==> src/rtl/timer_counter_pkg.sv <==
// Shared definitions for the programmable timer and the system bridge that maps it:
// register offsets, CTRL bit positions, mode encodings and FSM state encodings.
`timescale 1ns/1ps
package timer_counter_pkg;

    localparam logic [1:0] ADDR_CTRL   = 2'd0;
    localparam logic [1:0] ADDR_PRESET = 2'd1;
    localparam logic [1:0] ADDR_COUNT  = 2'd2;
    localparam logic [1:0] ADDR_RSVD   = 2'd3;

    localparam int CTRL_EN_BIT   = 0;
    localparam int CTRL_MODE_LSB = 1;
    localparam int CTRL_MODE_MSB = 2;
    localparam int CTRL_IM_BIT   = 3;

    localparam logic [1:0] MODE_ONESHOT    = 2'b00;
    localparam logic [1:0] MODE_AUTORELOAD = 2'b01;

    typedef enum logic [1:0] {
        ST_IDLE = 2'd0,
        ST_LOAD = 2'd1,
        ST_CNT  = 2'd2,
        ST_INT  = 2'd3
    } state_e;

endpackage

==> src/rtl/timer_counter.sv <==
// Programmable down-counting timer with CTRL/PRESET/COUNT registers and maskable irq.
// Define TIMER_AUTORELOAD_EN to enable the auto-reload mode; otherwise every count is one-shot.
`timescale 1ns/1ps
module timer_counter
    import timer_counter_pkg::*;
#(
    parameter int WIDTH = 32
) (
    input  logic             clk,
    input  logic             reset,
    input  logic [1:0]       addr,
    input  logic             we,
    input  logic [WIDTH-1:0] wd,
    output logic [WIDTH-1:0] rd,
    output logic             irq
);

    state_e           state_reg, state_next;
    logic             en_reg, en_next;
    logic [1:0]       mode_reg, mode_next;
    logic             im_reg, im_next;
    logic [WIDTH-1:0] preset_reg, preset_next;
    logic [WIDTH-1:0] count_reg, count_next;
    logic             flag_reg, flag_next;

    logic             ctrl_wr;
    logic             preset_wr;
    logic             autoreload;
    logic [WIDTH-1:0] ctrl_word;

    assign ctrl_wr   = we && (addr == ADDR_CTRL);
    assign preset_wr = we && (addr == ADDR_PRESET);

`ifdef TIMER_AUTORELOAD_EN
    assign autoreload = (mode_reg == MODE_AUTORELOAD);
`else
    assign autoreload = 1'b0;
`endif

    always_ff @(posedge clk) begin
        if (!reset) begin
            state_reg  <= ST_IDLE;
            en_reg     <= 1'b0;
            mode_reg   <= MODE_ONESHOT;
            im_reg     <= 1'b0;
            preset_reg <= '0;
            count_reg  <= '0;
            flag_reg   <= 1'b0;
        end else begin
            state_reg  <= state_next;
            en_reg     <= en_next;
            mode_reg   <= mode_next;
            im_reg     <= im_next;
            preset_reg <= preset_next;
            count_reg  <= count_next;
            flag_reg   <= flag_next;
        end
    end

    always_comb begin
        state_next  = state_reg;
        en_next     = en_reg;
        mode_next   = mode_reg;
        im_next     = im_reg;
        preset_next = preset_reg;
        count_next  = count_reg;
        flag_next   = flag_reg;

        // A PRESET write or a CTRL write that (re)arms the timer acknowledges the flag;
        // a CTRL write with Enable=0 only touches the mask, so unmasking can expose it.
        if (preset_wr || (ctrl_wr && wd[CTRL_EN_BIT])) begin
            flag_next = 1'b0;
        end
        if (preset_wr) begin
            preset_next = wd;
        end

        case (state_reg)
            ST_IDLE: begin
                if (en_reg) begin
                    state_next = ST_LOAD;
                end
            end
            ST_LOAD: begin
                count_next = preset_reg;
                state_next = ST_CNT;
            end
            ST_CNT: begin
                if (!en_reg) begin
                    state_next = ST_IDLE;
                end else if (count_reg <= WIDTH'(1)) begin
                    count_next = '0;
                    flag_next  = 1'b1;
                    state_next = ST_INT;
                end else begin
                    count_next = count_reg - WIDTH'(1);
                end
            end
            ST_INT: begin
                if (autoreload) begin
                    flag_next  = 1'b0;
                    state_next = ST_LOAD;
                end else begin
                    en_next    = 1'b0;
                    state_next = ST_IDLE;
                end
            end
            default: state_next = ST_IDLE;
        endcase

        // Applied after the FSM so a CPU write overrides the one-shot Enable clear.
        if (ctrl_wr) begin
            en_next = wd[CTRL_EN_BIT];
            im_next = wd[CTRL_IM_BIT];
`ifdef TIMER_AUTORELOAD_EN
            mode_next = wd[CTRL_MODE_MSB:CTRL_MODE_LSB];
`else
            mode_next = MODE_ONESHOT;
`endif
        end
    end

    always_comb begin
        ctrl_word = '0;
        ctrl_word[CTRL_EN_BIT] = en_reg;
        ctrl_word[CTRL_MODE_MSB:CTRL_MODE_LSB] = mode_reg;
        ctrl_word[CTRL_IM_BIT] = im_reg;
    end

    always_comb begin
        rd = '0;
        case (addr)
            ADDR_CTRL:   rd = ctrl_word;
            ADDR_PRESET: rd = preset_reg;
            ADDR_COUNT:  rd = count_reg;
            default:     rd = '0;
        endcase
    end

    assign irq = flag_reg & im_reg;

endmodule

==> config.mk <==
export PLATFORM = sky130hd
export DESIGN_NAME = timer_counter
export DESIGN_NICKNAME = d
export VERILOG_FILES = /design/src/rtl/timer_counter_pkg.sv /design/src/rtl/timer_counter.sv
export SDC_FILE = /design/constraint.sdc
export NUM_CORES = 1
export LEC_CHECK = 0
export CAP_MARGIN = 10
export CORE_ASPECT_RATIO = 0.9
export CORE_MARGIN = 2
export CORE_UTILIZATION = 45
export CTS_CLUSTER_DIAMETER = 150
export CTS_CLUSTER_SIZE = 20
export DETAILED_ROUTE_END_ITERATION = 6
export MAX_ROUTING_LAYER = met4
export PLACE_DENSITY_LB_ADDON = 0.15
export SLEW_MARGIN = 0
export SYNTH_ARGS = -nofsm -noshare
export SYNTH_HDL_FRONTEND = slang
export SYNTH_SLANG_ARGS = --single-unit
==> constraint.sdc <==
create_clock -name clk -period 2.3 [get_ports clk]
set_input_delay 0.46 -clock clk [delete_from_list [all_inputs] [get_ports clk]]
set_output_delay 0.46 -clock clk [all_outputs]
set_load 0.03 [all_outputs]
======== After elaboration in Yosys (flattened, before gate mapping) ========
Cells that the tools add are included.
word-level totals
  flip-flop bits (word level) ............. 69
  logic and storage cells ................. 41
  output and inout bits ................... 33
operators by class
  equality and inequality tests ........... 8
  bitwise gates (word level) .............. 1
  order comparisons ....................... 1
  $add $sub $neg .......................... 1
  reduce and logical (&&, ||, !) cells .... 10
  muxes and demuxes ....................... 14
operators by type and width
  kind                   count
  $pmux 32 s3            1
  $mux 32                2
  $pmux 32 s2            1
  $le 32x1->1 const B    1
  $sub 32x1->32 const B  1
  $pmux 2 s4             1
  $eq 2x2->1 const B     3
  $mux 1                 6
  $mux 2                 3
  $eq 2x1->1 const B     2
  $logic_not 2->1        2
  $ne 2x2->1 const B     2
  $reduce_and 2->1       2
  $reduce_bool 2->1      2
  $logic_and 1x1->1      3
  $ne 3x3->1 const B     1
  $and 1x1->1            1
  $logic_or 1x1->1       1

======== Longest topological paths before layout ========
Gate-level depths: netlist (run 1).
  word-level depth ........................ 8
  mapped depth ............................ 9

======== Worst setup path before layout (run 1) ========
OpenSTA, ideal clock, no wires.
  path type ............................... input -> output
  start ................................... in addr[0]
  end ..................................... out rd[10]
  required time ........................... 1840 ps
  arrival time ............................ 1622 ps
  path buffers ............................ 2
  cell stages on the path ................. 4
  setup slack ............................. 218 ps
  cells stage by stage .................... clkbuf_1 nor2b_1 clkbuf_1 a22o_1
on the way
  longest elaborated chain between the ends .. 2
ends and longest elaborated chain
  what                                      RTL line              RTL
  from (decl)                               timer_counter.sv:11   input logic [1:0] addr,
  $eq 2x2->1, or another cell as far along  timer_counter.sv:132  case (addr)
  $pmux 32 s3 *                             timer_counter.sv:132
  to (decl)                                 timer_counter.sv:14   output logic [WIDTH-1:0] rd,
Mark *: on every way between the ends. The rest lies on a longest branch, timed or not.

======== Worst setup path in the final report (run 1) ========
  start ................................... in addr[0]
  end ..................................... out rd[23]
The elaborated chain is that of the path after synthesis.

==> results of run 1 <==
-- cells in the final DEF (no fill, tap or decap), types with 3 or more instances in the layout --
cell type and n:
o21ai_1 7, a211oi_1 13, o21a_1 6, a21oi_1 63
nand4_1 8, a221oi_1 7, a31oi_1 5, o31ai_1 3
nor4_1 9, buf_4 75, nor4_2 3, dfxtp_1 69
nor3_1 10, buf_12 7, a21o_1 5, bufinv_16 3
nand2_1 91, inv_1 10, or2_2 3, o21ai_0 53
and2_1 5, or3_1 8, o31a_1 5, nor2b_1 3
nor2_1 23, clkbuf_8 9, clkdlybuf4s50_1 36, nand3_1 6
a22o_1 30
-- cell usage after synthesis, types with 3 or more instances --
cell type  count
nand2_1       91
dfxtp_1       69
a21oi_1       63
o21ai_0       53
clkbuf_1      36
a22o_1        30
nor2_1        23
a211oi_1      13
inv_1         10
nor3_1        10
nor4_1        10
nand4_1        8
or3_1          8
a221oi_1       7
o21ai_1        7
nand3_1        6
o21a_1         6
a21o_1         5
a31oi_1        5
and2_1         5
nor2b_1        5
o31a_1         5
buf_2          3
buf_6          3
o31ai_1        3
or2_2          3
-- area by class of cell --
cell class | instances | share of cell area, %
multi-input combinational | 412 | 45.6
sequential | 69 | 25.8
timing repair buffer | 120 | 20.6
tap | 119 | 2.78
clock buffer | 10 | 2.39
clock inverter | 6 | 2.08
inverter | 11 | 0.772
-- kinds of logic (layout without fill, tap and decap cells) --
kind of cell,after synthesis,count (layout),synth area share [%]
buffers and inverters,57,147,6.08
flip-flops,69,69,34.2
XOR/XNOR,2,2,0.434
adder cells (fa/ha/maj),2,2,0.620
multiplexers,2,2,0.496
AO/OA/AOI/OAI,220,220,35.7
AND/OR/NAND/NOR,186,186,22.5
-- tightest hold or removal path: cells and delay by family (launching register included) --
kind	cells	cell delay, ns
AND/OR/NAND/NOR	1	0.05
AO/OA/AOI/OAI	1	0.05
flip-flops	1	0.32
-- worst max-delay path by stage --
stage	to	cells after the start	startpoint
2_1_floorplan	rd[10]	4	addr[0]
3_3_place_gp	rd[23]	5	addr[1]
3_5_place_dp	rd[3]	6	addr[1]
4_1_cts	rd[3]	6	addr[1]
5_1_grt	count_reg[29]	6	count_reg[15]
6_report	rd[23]	5	addr[0]
-- routing by layer --
metal / wire [microns] / vias up / share of wire [%]
met5: 0 / - / 0
met4: 333 / 0 / 2.4
met3: 860 / 24 / 6.3
met2: 6260 / 182 / 46
met1: 6140 / 2175 / 45
li1: - / 2153 / -
-- power by group through the flow --
stage | Sequential (mW) | Combinational [mW] | Clock (mW)
finish | 1.26 | 0.635 | 1.22
global route | 1.27 | 0.694 | 1.28
CTS | 1.26 | 0.593 | 1.23
detailed placement | 1.29 | 0.588 | 0
global placement | 1.29 | 0.579 | 0
floorplan | 1.28 | 0.360 | 0
-- timing repair --
action	CTS	global route
resized for setup	0	5
endpoints found under the setup margin	0	12
setup buffers	0	2
-- metrics by stage --
| stage | std cells | hold slack [ns] |
|---|---|---|
| 3_3_place_gp | 728 | 0.462 |
| 5_1_grt | 747 | 0.497 |
| 4_1_cts | 744 | 0.475 |
| 3_5_place_dp | 728 | 0.463 |
| 2_1_floorplan | 538 | 0.446 |
| 6_report | 747 | 0.472 |
==> qor.yml, run 1 <==
ctsLongestPathBuffers: 2
power.leakage_nw: 2.10
syn2layout_area_growth_pct: 32.5
min_from: "preset_reg[6]"
cp_max_fo: 32
die_area_sq_um: 9740
diodes: 0
rsz0062_at_grt: "false"
p_clk_share_pct: 39.1
die_x_microns: 104
worstHoldPathType: "flop to flop"
cp_slowest_cell: "clkdlybuf4s50_1"
grt_util_met3_pct: 4.85
total_power_mw: 3.11
dp_hpwl_microns: 9200
cp_top_family: "buffers and inverters"
setup_viol: 0
wl_microns: 13600
cts-root-buf: "clkbuf_8"
cts_sinks: 69
vias: 4534
worst_pin_slew_ns: 0.575
via_per_inst: 6.07
finalMaxSlewViolations: 0
worst-setup-path-type: "primary input to output port"
hold_depth: 2
pin_count: 70
final_cell_area_sq_um: 5350
tns_ns: 0
start_util_pct: 46.7
wire_per_inst_microns: 18.2
dp_slack_ns: 0.0197
syn-num-nets: 577
num_rows: 32
worstPathRequired_ns: 1.84
port_buffers: 69
fin_crit_sh_pct: 97.7
async_flop_share_pct: 0
layout.nets: 662
rr_endpoint: "count_reg[29]"
yosys-top-cells-area: "dfxtp_1, nand2_1, a21oi_1"
cp_data_arrival_time_ns: 1.79
path_cells: "clkdlybuf4s50_1 -> nor2b_2 -> buf_12 -> a22o_1 -> buf_4"
switching_share_pct: 28.6
reg2reg_from: "count_reg[15]"
syn-cell-area_sq_um: 4040
clk_pin_slew_ns: 0.07
antenna_found_initial: 0
power_switching_uw: 892
timing.fmax_mhz: 445
yosysUniqueCellTypes: 63
cp_num_buf_inv: 3
hold_end: "preset_reg[6]"
grtUsageMet2_pct: 45.5
grt_pass1_wl_microns: 21300
grt_max_degree: 33
ys.flop_type: "dfxtp_1"
busiest_layer: "met2"
drc_errors: 0
coreArea_sq_um: 8650
synth_top_area_share_pct: 34.2
hold_buffers: 0
nFillCells: 845
overflow: 0
ys_ff_latch: 69
drtIter0Drc: 353
drive_gt1_share_pct: 18.5
fp.dieH_microns: 93.9
insertion_delay_ns: 0.36
syn_inst: 538
setup_ws_ns: 0.0518
synth_edf_count: 0
r2r_cells: 6
period_needed_ns: 2.25
first_pass_iters: 4
register_area_sq_um: 1380
grt_use_met1_pct: 36.1
outcome: "complete, no violations"
start_kind: "primary input"
skew_ns: 0.0149
place_congestion: 0.964
cts_tree: "done"
slew-limit-headroom_pct: 61.6
final_util_pct: 61.8
ant_nets: 0
place_area_sq_um: 5040
drv_cap: 0
combPwrFrac_pct: 20.4
p_seq_share_pct: 40.5
hold_viol: 0
ys_warn_count: 0
multiInputGateArea_sq_um: 2440
syn_avg_cell_area_sq_um: 7.50
ff2ff_setup_slack_ns: 0.17
slowest_delay_ns: 0.54
p_per_area_nw_per_um2: 582
synth_largest_area_cell: "dfxtp_1"
ir_drop_v: 0.000253
synth_seq_area_share_pct: 34.2
critPathCaptureType: "output port"
cts_buffers: 9
grt.total_usage_pct: 28.3
p_int_mw: 2.22
cts_max_level: 3
first_global_vias: 4273
Note: power is estimated with default switching activity, not from simulation.
==> run 2: changes to the inputs <==
--- a/config.mk
+++ b/config.mk
@@ -12,6 +12,7 @@
 export CTS_CLUSTER_DIAMETER = 150
 export CTS_CLUSTER_SIZE = 20
 export DETAILED_ROUTE_END_ITERATION = 6
+export DONT_BUFFER_PORTS = 1
 export MAX_ROUTING_LAYER = met4
 export PLACE_DENSITY_LB_ADDON = 0.15
 export SLEW_MARGIN = 0
==> run 2 against run 1 <==
Compared with the run above:
- die area is the same
- via count shrank 6.7%
- highest routed layer unchanged
- final cell count shrank 11%
- wire length shrank 4.2%
- combinational power shrank 19%
- critical path depth grew 1
==> qor.yml, run 2 (same netlist as run 1, synthesis figures left out) <==
place_congestion: 0.986  # was 0.964
setup_viol: 0  # unchanged
p_clk_share_pct: 41.3  # was 39.1%
grt.total_usage_pct: 27.9  # was 28.3%
diodes: 0  # unchanged
final_common_cell: "nand2_1"  # unchanged
drive_gt1_share_pct: 13.2  # was 18.5%
cts-root-buf: "clkbuf_8"  # unchanged
timing.fmax_mhz: 464  # was 445 MHz
grt_pass1_wl_microns: 21000  # was 21,300 microns
slew-limit-headroom_pct: 37.5  # was 61.6%
final_util_pct: 53.1  # was 61.8%
wl_microns: 13000  # was 13,600 microns
finalMaxSlewViolations: 0  # unchanged
worst_pin_slew_ns: 0.928  # was 0.575 ns
vias: 4228  # was 4,534
skew_ns: 0.0108  # was 0.0149 ns
clk_pin_slew_ns: 0.08  # was 0.07 ns
cts_buffers: 9  # unchanged
p_seq_share_pct: 41.8  # was 40.5%
worst-setup-path-type: "flop to flop"  # was primary input to output port
worstPathRequired_ns: 2.54  # was 1.84 ns
rsz0062_at_grt: "false"  # unchanged
period_needed_ns: 2.16  # was 2.25 ns
start_util_pct: 46.7  # unchanged
insertion_delay_ns: 0.35  # was 0.36 ns
hold_viol: 0  # unchanged
register_area_sq_um: 1380  # unchanged
drv_cap: 0  # unchanged
nFillCells: 871  # was 845
num_rows: 32  # unchanged
fp.dieH_microns: 93.9  # unchanged
tns_ns: 0  # unchanged
setup_ws_ns: 0.145  # was 0.0518 ns
worstHoldPathType: "primary input to flop"  # was flop to flop
cts_sinks: 69  # unchanged
first_global_vias: 4132  # was 4,273
start_kind: "flop"  # was primary input
ir_drop_v: 0.000401  # was 0.000253 V
outcome: "complete, no violations"  # unchanged
die_area_sq_um: 9740  # unchanged
cp_max_fo: 10  # was 32
p_per_area_nw_per_um2: 660  # was 582 nW/um^2
antenna_found_initial: 0  # unchanged
grt_max_degree: 33  # unchanged
pin_count: 70  # unchanged
port_buffers: 0  # was 69
power.leakage_nw: 1.69  # was 2.10 nW
syn2layout_area_growth_pct: 13.7  # was 32.5%
cp_data_arrival_time_ns: 2.39  # was 1.79 ns
power_switching_uw: 861  # was 892 uW
drc_errors: 0  # unchanged
first_pass_iters: 5  # was 4
die_x_microns: 104  # unchanged
coreArea_sq_um: 8650  # unchanged
fin_crit_sh_pct: 93.7  # was 97.7%
wire_per_inst_microns: 19.6  # was 18.2 microns
cts_tree: "done"  # unchanged
switching_share_pct: 28.4  # was 28.6%
layout.nets: 581  # was 662
ctsLongestPathBuffers: 2  # unchanged
via_per_inst: 6.35  # was 6.07
cts_max_level: 3  # unchanged
drtIter0Drc: 379  # was 353
overflow: 0  # unchanged
dp_hpwl_microns: 8920  # was 9200 microns
ant_nets: 0  # unchanged
dp_slack_ns: 0.0800  # was 0.0197 ns
hold_buffers: 0  # unchanged
p_int_mw: 2.17  # was 2.22 mW
multiInputGateArea_sq_um: 2440  # unchanged
critPathCaptureType: "flop"  # was output port
final_cell_mix: "nand2_1, dfxtp_1, a21oi_1"  # was nand2_1, buf_4, dfxtp_1
combPwrFrac_pct: 16.9  # was 20.4%
-- run 2: layer usage --
metal  vias up  GRT usage (%)  wire length (microns)
li1       1991              -                      -
met1      1975           34.9                   5720
met2       223           43.0                   5860
met3        39           6.10                    993
met4         0           14.1                    448
met5         -              -                      0
-- run 2: area by class of cell --
| cell class | instances | share of cell area (%) |
|---|---|---|
| multi-input cells | 412 | 53.1 |
| clock buffers | 11 | 3.08 |
| inverters | 11 | 0.900 |
| flip-flops and latches | 69 | 30.1 |
| repair buffers | 39 | 7.20 |
| clock inverters | 5 | 2.35 |
| well taps | 119 | 3.25 |
-- run 2: final timing paths --
kind	start	to	slack, ns	cells past startpoint
worst min-delay path	reset	count_reg[31]	0.23	2
worst max register to register	count_reg[11]	count_reg[31]	0.14	6
worst min register to register	preset_reg[13]	preset_reg[13]	0.48	2
worst max-delay path	count_reg[11]	count_reg[31]	0.14	6
-- run 2: through the flow --
step	area, sq um	hold slack (ns)	power (mW)	std cells
final	4590	0.228	3.03	666
after global routing	4590	0.224	3.16	666
after CTS	4560	0.221	3.01	665
after detailed placement	4310	0.469	1.77	649
after global placement	4310	0.458	1.77	649
after floorplan	4040	0.446	1.64	538
-- run 2: worst max-delay path: stages, from the launching register on --
cell and delay (ns):
dfxtp_1 0.32, nor4_1 0.39, nand4_1 0.24, buf_4 0.20
or4b_4 0.65, o221ai_2 0.19, nor3_1 0.06
-- run 2: timing repair --
item,4_1_cts,5_1_grt
setup endpoints to repair,0,21
resized for setup,0,4
setup buffers,0,1
-- run 2: power groups by stage --
stage	Combinational, mW	Sequential (mW)	Clock [mW]
global route	0.561	1.27	1.32
finish	0.513	1.27	1.25
floorplan	0.360	1.28	0
global placement	0.477	1.29	0
CTS	0.485	1.26	1.27
detailed placement	0.483	1.29	0
==> run 3: changes to the inputs <==
--- a/config.mk
+++ b/config.mk
@@ -5,8 +5,9 @@
 export SDC_FILE = /design/constraint.sdc
 export NUM_CORES = 1
 export LEC_CHECK = 0
+export ABC_CLOCK_PERIOD_IN_PS = 2300
 export CAP_MARGIN = 10
-export CORE_ASPECT_RATIO = 0.9
+export CORE_ASPECT_RATIO = 2
 export CORE_MARGIN = 2
 export CORE_UTILIZATION = 45
 export CTS_CLUSTER_DIAMETER = 150
==> constraint.sdc (replaced) <==
create_clock -name clk -period 2.3 [get_ports clk]
set_input_delay 0.345 -clock clk [delete_from_list [all_inputs] [get_ports clk]]
set_output_delay 0.345 -clock clk [all_outputs]
set_load 0.03 [all_outputs]
==> run 3 against run 2 <==
Compared with the run above:
- maximum frequency decreased by 0.51%
- critical endpoint is now count_reg[10]
- global-route usage rose by 1.9 points
- first-iteration DRC count rose by 1.1%
- final area is 2.0% higher
- worst setup slack worse by 0.011 ns
==> qor.yml, run 3 (same netlist as run 1, synthesis figures left out) <==
ctsLongestPathBuffers: 2  # unchanged
cts_tree: "done"  # unchanged
cts_buffers: 9  # unchanged
clk_pin_slew_ns: 0.06  # was 0.08 ns
vias: 4287  # was 4,228
worst-path-stages: 8  # was 6
drv_cap: 0  # unchanged
first_pass_iters: 6  # was 5
critPathCaptureType: "flop"  # unchanged
hold_viol: 0  # unchanged
rsz0062_at_grt: "false"  # unchanged
diodes: 0  # unchanged
ir_drop_v: 0.000482  # was 0.000401 V
first_global_vias: 4236  # was 4,132
coreArea_sq_um: 8650  # unchanged
drtIter0Drc: 383  # was 379
cts_max_level: 3  # unchanged
wire_per_inst_microns: 21.2  # was 19.6 microns
final_cell_mix: "nand2_1, dfxtp_1, a21oi_1"  # unchanged
start_util_pct: 46.7  # unchanged
ff2ff_setup_slack_ns: 0.13  # was 0.14 ns
die_area_sq_um: 9790  # was 9740 sq um
overflow: 0  # unchanged
nFillCells: 868  # was 871
fin_crit_sh_pct: 94.2  # was 93.7%
wl_microns: 13900  # was 13,000 microns
cp_num_buf_inv: 2  # was 1
antenna_found_initial: 0  # unchanged
cp_max_fo: 8  # was 10
final_common_cell: "nand2_1"  # unchanged
slowest_delay_ns: 0.36  # was 0.65 ns
power.leakage_nw: 1.76  # was 1.69 nW
hold_buffers: 0  # unchanged
hold_depth: 2  # unchanged
skew_ns: 0.00655  # was 0.0108 ns
finalMaxSlewViolations: 0  # unchanged
cts_sinks: 69  # unchanged
period_needed_ns: 2.17  # was 2.16 ns
worst_pin_slew_ns: 0.943  # was 0.928 ns
worstHoldPathType: "primary input to flop"  # unchanged
fp.dieH_microns: 138  # was 93.9 microns
p_per_area_nw_per_um2: 661  # was 660 nW/um^2
worst-setup-path-type: "flop to flop"  # unchanged
drive_gt1_share_pct: 14.9  # was 13.2%
start_kind: "flop"  # unchanged
cp_data_arrival_time_ns: 2.40  # was 2.39 ns
ant_nets: 0  # unchanged
place_congestion: 0.935  # was 0.986
path_cells: "inv_1 -> ha_1 -> nor3b_1 -> buf_4 -> and2_1 -> nand2_1 -> a21bo_1 -> a32o_1"  # was nor4_1 -> nand4_1 -> buf_4 -> or4b_4 -> o221ai_2 -> nor3_1
tns_ns: 0  # unchanged
grt_max_degree: 30  # was 33
cp_top_family: "simple AND/OR/NAND/NOR gates"  # unchanged
setup_viol: 0  # unchanged
layout.nets: 591  # was 581
whs_ns: 0.127  # was 0.228 ns
cp_slowest_cell: "dfxtp_1"  # was or4b_4
slew-limit-headroom_pct: 36.5  # was 37.5%
syn2layout_area_growth_pct: 15.9  # was 13.7%
grt_pass1_wl_microns: 21700  # was 21,000 microns
pin_count: 70  # unchanged
num_rows: 48  # was 32
r2r_cells: 8  # was 6
via_per_inst: 6.53  # was 6.35
cts-root-buf: "clkbuf_16"  # was clkbuf_8
drc_errors: 0  # unchanged
die_x_microns: 71.0  # was 104 microns
insertion_delay_ns: 0.35  # about the same
outcome: "complete, no violations"  # unchanged
port_buffers: 0  # unchanged
dp_hpwl_microns: 10200  # was 8920 microns
timing.fmax_mhz: 462  # was 464 MHz
worstPathRequired_ns: 2.54  # about the same
grt.total_usage_pct: 29.8  # was 27.9%
==> run 3: changes by cell type in the layout (fill, tap and decap cells not counted), moves of 2 or more <==
cell and delta:
clkbuf_8 -10, buf_4 +9, clkbuf_16 +9, bufinv_16 -3, clkinvlp_4 +3, nor4_2 +3
nor4_1 -2
==> run 3: timing repair <==
item / 4_1_cts / 5_1_grt
hold endpoints to repair: 0 / 0
setup endpoints to repair: 0 / 11
setup buffers: 0 / 1
gates resized for setup: 0 / 4
==> run 3: worst paths after layout <==
| kind | end | from |
|---|---|---|
| worst min register to register | preset_reg[18] | preset_reg[18] |
| worst max register to register | count_reg[10] | count_reg[0] |
| worst min-delay path | count_reg[31] | reset |
| worst max-delay path | count_reg[10] | count_reg[0] |
==> run 3: final cells by class <==
cell class,count,area [sq um],share of cell area [%]
clock inverter,6,48.8,1.04
multi-input combinational,412,2430,52.0
sequential,69,1380,29.5
tap,100,125,2.67
inverter,11,41.3,0.883
clock buffer,10,229,4.89
timing repair buffer,49,418,8.93
==> run 3: through the flow <==
stage / worst slack (ns) / power (mW) / area [sq um] / cells / utilization, %
final: 0.134 / 3.09 / 4680 / 657 / 54.1
after global routing: 0.0110 / 3.22 / 4680 / 657 / 54.1
after CTS: 0.0697 / 3.08 / 4650 / 656 / 53.8
after detailed placement: 0.0937 / 1.79 / 4370 / 640 / 50.6
after global placement: 0.123 / 1.78 / 4370 / 640 / 50.6
after floorplan: 0.307 / 1.64 / 4040 / 538 / -
==> run 3: layer usage <==
layer  GRT usage, %  wire (microns)  vias up
li1               -               -     2015
met1           29.4            4960     2053
met2           52.4            7310      163
met3           5.01             668       56
met4           21.0             997        0
met5              -               0        -
==> run 3: where the power goes <==
group | switching (mW) | total, mW | internal [mW] | leakage, nW
Sequential | 0.0388 | 1.27 | 1.23 | 0.559
Clock | 0.569 | 1.31 | 0.737 | 0.125
Combinational | 0.329 | 0.520 | 0.190 | 1.07
Total | 0.937 | 3.09 | 2.15 | 1.76
